File: src/rtl/uart_tx_arbiter.sv
// Round-robin arbiter sharing one UART TX driver among NUM_REQ byte producers; req->uart_start 1 cycle, ack 3 cycles.
// Requesters wait (req held) while the driver is owned; locked bursts keep the grant up to MAX_BURST bytes.
`default_nettype none

module uart_tx_arbiter #(
    parameter int NUM_REQ       = 4,
    parameter int MAX_BURST     = 16,
    parameter int START_TIMEOUT = 8,
    localparam int IW           = (NUM_REQ > 1) ? $clog2(NUM_REQ) : 1
) (
    input  logic                   clk,
    input  logic                   rst,
    input  logic [NUM_REQ-1:0]     req,
    input  logic [8*NUM_REQ-1:0]   req_data,
    input  logic [NUM_REQ-1:0]     req_lock,
    output logic [NUM_REQ-1:0]     ack,
    output logic [NUM_REQ-1:0]     done,
    output logic                   grant_valid,
    output logic [IW-1:0]          grant_id,
    output logic                   uart_start,
    output logic [7:0]             uart_data,
    input  logic                   uart_ready,
    input  logic                   uart_busy,
    output logic                   timeout_err
);

    typedef enum logic [1:0] {
        IDLE,
        LAUNCH,
        WAIT_BUSY,
        WAIT_DONE
    } state_t;

    state_t              state;
    logic [IW-1:0]       last_grant;
    logic [7:0]          burst_cnt;
    logic [7:0]          tmo_cnt;

    logic [IW-1:0]       win_id;
    logic                win_vld;
    logic [7:0]          win_data;
    logic [7:0]          own_data;
    logic                own_lock;
    logic                burst_more;
    logic [NUM_REQ-1:0]  own_onehot;

    // Scan downward so the requester closest after last_grant is written last and wins.
    always_comb begin
        win_id  = '0;
        win_vld = 1'b0;
        for (int k = NUM_REQ; k >= 1; k--) begin
            if (req[(int'(last_grant) + k) % NUM_REQ]) begin
                win_id  = IW'((int'(last_grant) + k) % NUM_REQ);
                win_vld = 1'b1;
            end
        end
    end

    always_comb begin
        win_data   = req_data[8*int'(win_id) +: 8];
        own_data   = req_data[8*int'(grant_id) +: 8];
        own_lock   = req[grant_id] & req_lock[grant_id];
        burst_more = int'(burst_cnt) < (MAX_BURST - 1);
        own_onehot = NUM_REQ'(1) << grant_id;
    end

    always_ff @(posedge clk or posedge rst) begin
        if (rst) begin
            state       <= IDLE;
            last_grant  <= IW'(NUM_REQ - 1);
            burst_cnt   <= 8'd0;
            tmo_cnt     <= 8'd0;
            ack         <= '0;
            done        <= '0;
            grant_valid <= 1'b0;
            grant_id    <= '0;
            uart_start  <= 1'b0;
            uart_data   <= 8'h00;
            timeout_err <= 1'b0;
        end else begin
            ack         <= '0;
            done        <= '0;
            timeout_err <= 1'b0;
            uart_start  <= 1'b0;
            case (state)
                IDLE: begin
                    if (win_vld && uart_ready) begin
                        grant_id    <= win_id;
                        grant_valid <= 1'b1;
                        uart_data   <= win_data;
                        burst_cnt   <= 8'd0;
                        uart_start  <= 1'b1;
                        state       <= LAUNCH;
                    end
                end
                LAUNCH: begin
                    tmo_cnt <= 8'd0;
                    state   <= WAIT_BUSY;
                end
                WAIT_BUSY: begin
                    if (uart_busy) begin
                        ack   <= own_onehot;
                        state <= WAIT_DONE;
                    end else if (int'(tmo_cnt) == START_TIMEOUT - 1) begin
                        timeout_err <= 1'b1;
                        last_grant  <= grant_id;
                        grant_valid <= 1'b0;
                        state       <= IDLE;
                    end else begin
                        tmo_cnt <= tmo_cnt + 8'd1;
                    end
                end
                WAIT_DONE: begin
                    if (!uart_busy && uart_ready) begin
                        done <= own_onehot;
                        // Lock is judged on the same cycle as completion: the owner must already show its next byte.
                        if (own_lock && burst_more) begin
                            uart_data  <= own_data;
                            burst_cnt  <= burst_cnt + 8'd1;
                            uart_start <= 1'b1;
                            state      <= LAUNCH;
                        end else begin
                            last_grant  <= grant_id;
                            grant_valid <= 1'b0;
                            state       <= IDLE;
                        end
                    end
                end
                default: state <= IDLE;
            endcase
        end
    end

    a_ack_onehot: assert property (@(posedge clk) disable iff (rst) $onehot0(ack));
    a_done_onehot: assert property (@(posedge clk) disable iff (rst) $onehot0(done));
    a_ack_done_excl: assert property (@(posedge clk) disable iff (rst) !(|ack && |done));
    a_start_in_launch: assert property (@(posedge clk) disable iff (rst) uart_start |-> state == LAUNCH);

endmodule

`default_nettype wire

File: config.mk
export PLATFORM = sky130hd
export DESIGN_NAME = uart_tx_arbiter
export DESIGN_NICKNAME = d
export VERILOG_FILES = /design/src/rtl/uart_tx_arbiter.sv
export SDC_FILE = /design/constraint.sdc
export NUM_CORES = 1
export LEC_CHECK = 0
export ABC_AREA = 0
export BUFFER_PORTS_ARGS = -buffer_cell sky130_fd_sc_hd__clkbuf_2
export CORE_ASPECT_RATIO = 0.8
export CORE_MARGIN = 1
export CORE_UTILIZATION = 30
export DETAILED_ROUTE_END_ITERATION = 6
export PLACE_DENSITY = 0.62
export SYNTH_ARGS = -nofsm -noshare
export SYNTH_HDL_FRONTEND = slang
export SYNTH_SLANG_ARGS = --single-unit
File: constraint.sdc
create_clock -name clk -period 2.7 [get_ports clk]
set_clock_uncertainty 0.15 [all_clocks]
set_input_delay 0.135 -clock clk [delete_from_list [all_inputs] [get_ports clk]]
set_output_delay 0.135 -clock clk [all_outputs]
set_load 0.01 [all_outputs]
==> impl_summary.md <==
Worst setup path
The worst setup path is captured at a flip-flop. Data on the critical path is required at its endpoint by 2730 ps. The critical-path maximum fanout is 8. The critical path is of the flip-flop to flip-flop type. The startpoint of the most critical register-to-register path is state[0]. At the worst endpoint, the arrival time is 2460 ps. Tracing the worst setup path back leads to its startpoint at state[0]. The startpoint type of the worst setup path is a flip-flop.

Clock network
In this run, post-CTS repair resized a total of 0 instances. The CTS tree is done. Clock tree synthesis selected as its root buffer the cell sky130_fd_sc_hd__clkbuf_8.

The tree built by TritonCTS fans out to 41 sinks. At the later pin of the worst-skew pair, clock insertion delay measures 290 ps. The number of hold buffers added after CTS was 1. Counting along the longest clock path gives a buffer depth of 2.

The number of buffers created by CTS is 5. The clock transition time at the flip-flop clock pins of the worst setup and hold paths is 80 ps. The H-tree was split into 2 levels. The setup fix buffers added after clock tree synthesis is 0.

Synth
The main flop type after synthesis is sky130_fd_sc_hd__dfrtp_1. The post-synthesis area per instance is 11.10 sq um. In this run, synthesis inferred 0 flip-flops with an integrated enable.

Sequential elements use 44.99% of the synthesized area. The cell accounting for the most synthesized area is sky130_fd_sc_hd__dfrtp_1. The total standard cell area after synthesis is 2286 sq um. The async set-reset flop share out of synthesis is 100.0%. The number of warnings reported in the yosys synthesis log is 0. The number of nets in the synthesized netlist is 256.

The synthesized design contains 41 register bits. The number of different library cells in the post-synthesis netlist is 46. The number of standard cells after synthesis is 206. The top cell type by area accounts for 42.69% of the synthesized area. After synthesis, the cell types taking the most area are sky130_fd_sc_hd__dfrtp_1, sky130_fd_sc_hd__mux4_1, sky130_fd_sc_hd__mux2_2.

Final layout
Compared with the post-synthesis result, the final layout area differs by 26.44%. The number of fill cells is 725. The ratio of cells with drive above 1 in the final layout is 36.07%. The most frequent standard cell in the layout excluding fill and tap cells is sky130_fd_sc_hd__clkbuf_2. 0 antenna diodes ended up in the layout. The total number of nets in the final design is 329. Once layout is complete, the utilization of the core stands at 39.10%. The top cell types in the final layout, fill and taps aside, are sky130_fd_sc_hd__clkbuf_2, sky130_fd_sc_hd__dfrtp_1, sky130_fd_sc_hd__nand2_1, sky130_fd_sc_hd__nor2_1, sky130_fd_sc_hd__o21ai_0.

STA
Measured against its own limit, the worst slew margin works out to 59.30%. The final count of pins violating max slew was 0. The worst-case hold slack is 65.42 ps.

The final count of hold timing violations was 0. The worst path in the final design needs a cycle of 2431 ps, including I/O delays and setup. Timing would allow up to 411.4 MHz. For the final routed database, the setup TNS stands at 0 ps. The actual transition at the worst max-transition pin is 604.2 ps. The final worst-path cycle share is 90.03%.

The setup violation total in the final timing report is 0. Setup repair after global routing left no endpoint under its margin.

Route
In this run the remaining antenna-violating nets after routing total 0. The number of detailed-route iterations in the first pass is 4. The number of DRC violations after detailed-routing iteration 0 is 129. The per-cell routed wire length is 12.98 um. The routed layout has 1,845 vias. The number of remaining DRC errors is 0. After detailed routing, the total wire length is 4999 um. In the routed layout, each cell is associated on average with a via count of 4.792.

Floorplanning
The floorplan step defined a core boundary enclosing 7392 sq um. The full die area is 7975 sq um. Measured along the y axis, the die boundary spans 80.08 um. The row count is 28. During I/O placement, the number of pins put on the boundary was 65. The initial cell density of the core is 30.92%. The die boundary width is 99.60 um.

Power and ir drop
The largest vdd supply drop is 0.0003472 V. The analysis attributes to cell leakage a power of 1.364 nW. The ratio of total power to cell area is 896.9 nW/um^2.

Hold path
In this run the most critical hold path is launched from uart_ready. In this run the worst hold path is classified as input pin to flip-flop.

Placement
Port buffering added 64 buffers. The estimated wirelength of the detail-placed design is 3815 um. At the end of routability-driven placement, the weighted congestion stood at 0.7689.

Global routing
The via count of the first global-routing pass is 1,846. The maximum number of pins on one net before global-route repair is 42. The overall global routing resource usage is 13.49%. The first global-routing pass estimated 8280 um of wire.

The initial antenna violation count is 0. The remaining global-route overflow is 0.

Status
The run finished with clean final reports.

Job
The max-capacitance violation count is 0.
[sequential cells by signal, summed over array words and instances, names as in the netlist]
name / flops
state: 2
grant_id: 2
uart_start: 1
last_grant: 2
burst_cnt: 8
grant_valid: 1
ack: 4
timeout_err: 1
uart_data: 8
tmo_cnt: 8
done: 4
[area by class of cell]
cell class	count	area, sq um	share of cell area (%)
Multi-Input combinational cell	154	1212	41.95
Clock inverter	1	30.03	1.039
Sequential cell	41	1028	35.58
Timing Repair Buffer	72	382.9	13.25
Inverter	5	18.77	0.6494
Tap cell	105	131.4	4.545
Clock buffer	7	86.33	2.987
[Yosys cell counts (2+ instances only)]
cell type,count
sky130_fd_sc_hd__buf_2,3
sky130_fd_sc_hd__mux2_1,2
sky130_fd_sc_hd__nand3_1,5
sky130_fd_sc_hd__xor2_1,4
sky130_fd_sc_hd__clkbuf_1,3
sky130_fd_sc_hd__o22a_1,4
sky130_fd_sc_hd__nor2_1,19
sky130_fd_sc_hd__mux4_1,6
sky130_fd_sc_hd__dfrtp_1,39
sky130_fd_sc_hd__nand4_1,2
sky130_fd_sc_hd__nor3_1,9
sky130_fd_sc_hd__nor2b_1,5
sky130_fd_sc_hd__or2b_1,2
sky130_fd_sc_hd__and3_1,3
sky130_fd_sc_hd__o41ai_1,2
sky130_fd_sc_hd__a21oi_1,2
sky130_fd_sc_hd__nor4_1,3
sky130_fd_sc_hd__o21ai_0,14
sky130_fd_sc_hd__o41ai_4,2
sky130_fd_sc_hd__inv_1,5
sky130_fd_sc_hd__nand2_1,24
sky130_fd_sc_hd__o211ai_1,2
sky130_fd_sc_hd__mux2_2,9
sky130_fd_sc_hd__ha_1,6
sky130_fd_sc_hd__o31ai_1,4
sky130_fd_sc_hd__mux4_2,2
sky130_fd_sc_hd__dfstp_2,2
sky130_fd_sc_hd__or2b_2,2
sky130_fd_sc_hd__nand2b_1,4
[path summary, 6_finish.rpt]
path                                      end  slack (ps)  cells after the start
worst min register to register   burst_cnt[7]         350                      1
min in group asynchronous        uart_data[2]         360                      4
worst max-delay path             uart_data[0]         270                      5
worst min-delay path                  done[2]          70                      3
max in group asynchronous       last_grant[1]        1660                      4
worst max register to register   uart_data[0]         270                      5
[stage by stage]
step	area (sq um)	worst slack, ps	total power [W]	std cells
finish	2890	269.1	0.002592	385
global route	2890	161.1	0.002792	385
CTS	2890	251.6	0.002636	385
detailed placement	2764	266.7	0.002113	376
global placement	2764	325.6	0.002084	376
floorplan	2286	164.7	0.001720	206
[power breakdown]
group,leakage (nW),internal (W),switching [W]
Combinational,0.768,0.000579,0.000619
Clock,0.0585,0.000301,0.000203
Sequential,0.537,0.000765,0.000124
Total,1.36,0.00165,0.000946
[metal layers]
| metal | track usage (%) | up-vias | part of all wire (%) |
|---|---|---|---|
| met5 | 0 | - | 0 |
| met3 | 4.003 | 5 | 6.4 |
| li1 | - | 902 | - |
| met4 | 4.265 | 0 | 0.92 |
| met2 | 21.74 | 70 | 46 |
| met1 | 17.44 | 868 | 47 |
[kinds of logic (layout without fill, tap and decap cells)]
family                   after synthesis  in the layout  synth area share [%]
AND/OR/NAND/NOR                       84             84                 18.34
flip-flops                            41             41                 44.99
AO/OA/AOI/OAI                         39             39                 14.78
multiplexers                          20             20                 14.72
buffers and inverters                 11             85                 1.970
adder cells (fa/ha/maj)                6              6                 3.284
XOR/XNOR                               5              5                 1.916
[critical path, cell delays in order (launching register included)]
cell and delay [ps]:
sky130_fd_sc_hd__dfrtp_1 410, sky130_fd_sc_hd__ha_1 310, sky130_fd_sc_hd__o41ai_4 360, sky130_fd_sc_hd__buf_4 230, sky130_fd_sc_hd__mux4_1 580, sky130_fd_sc_hd__mux2_2 270
Note: power is estimated with default switching activity, not from simulation.
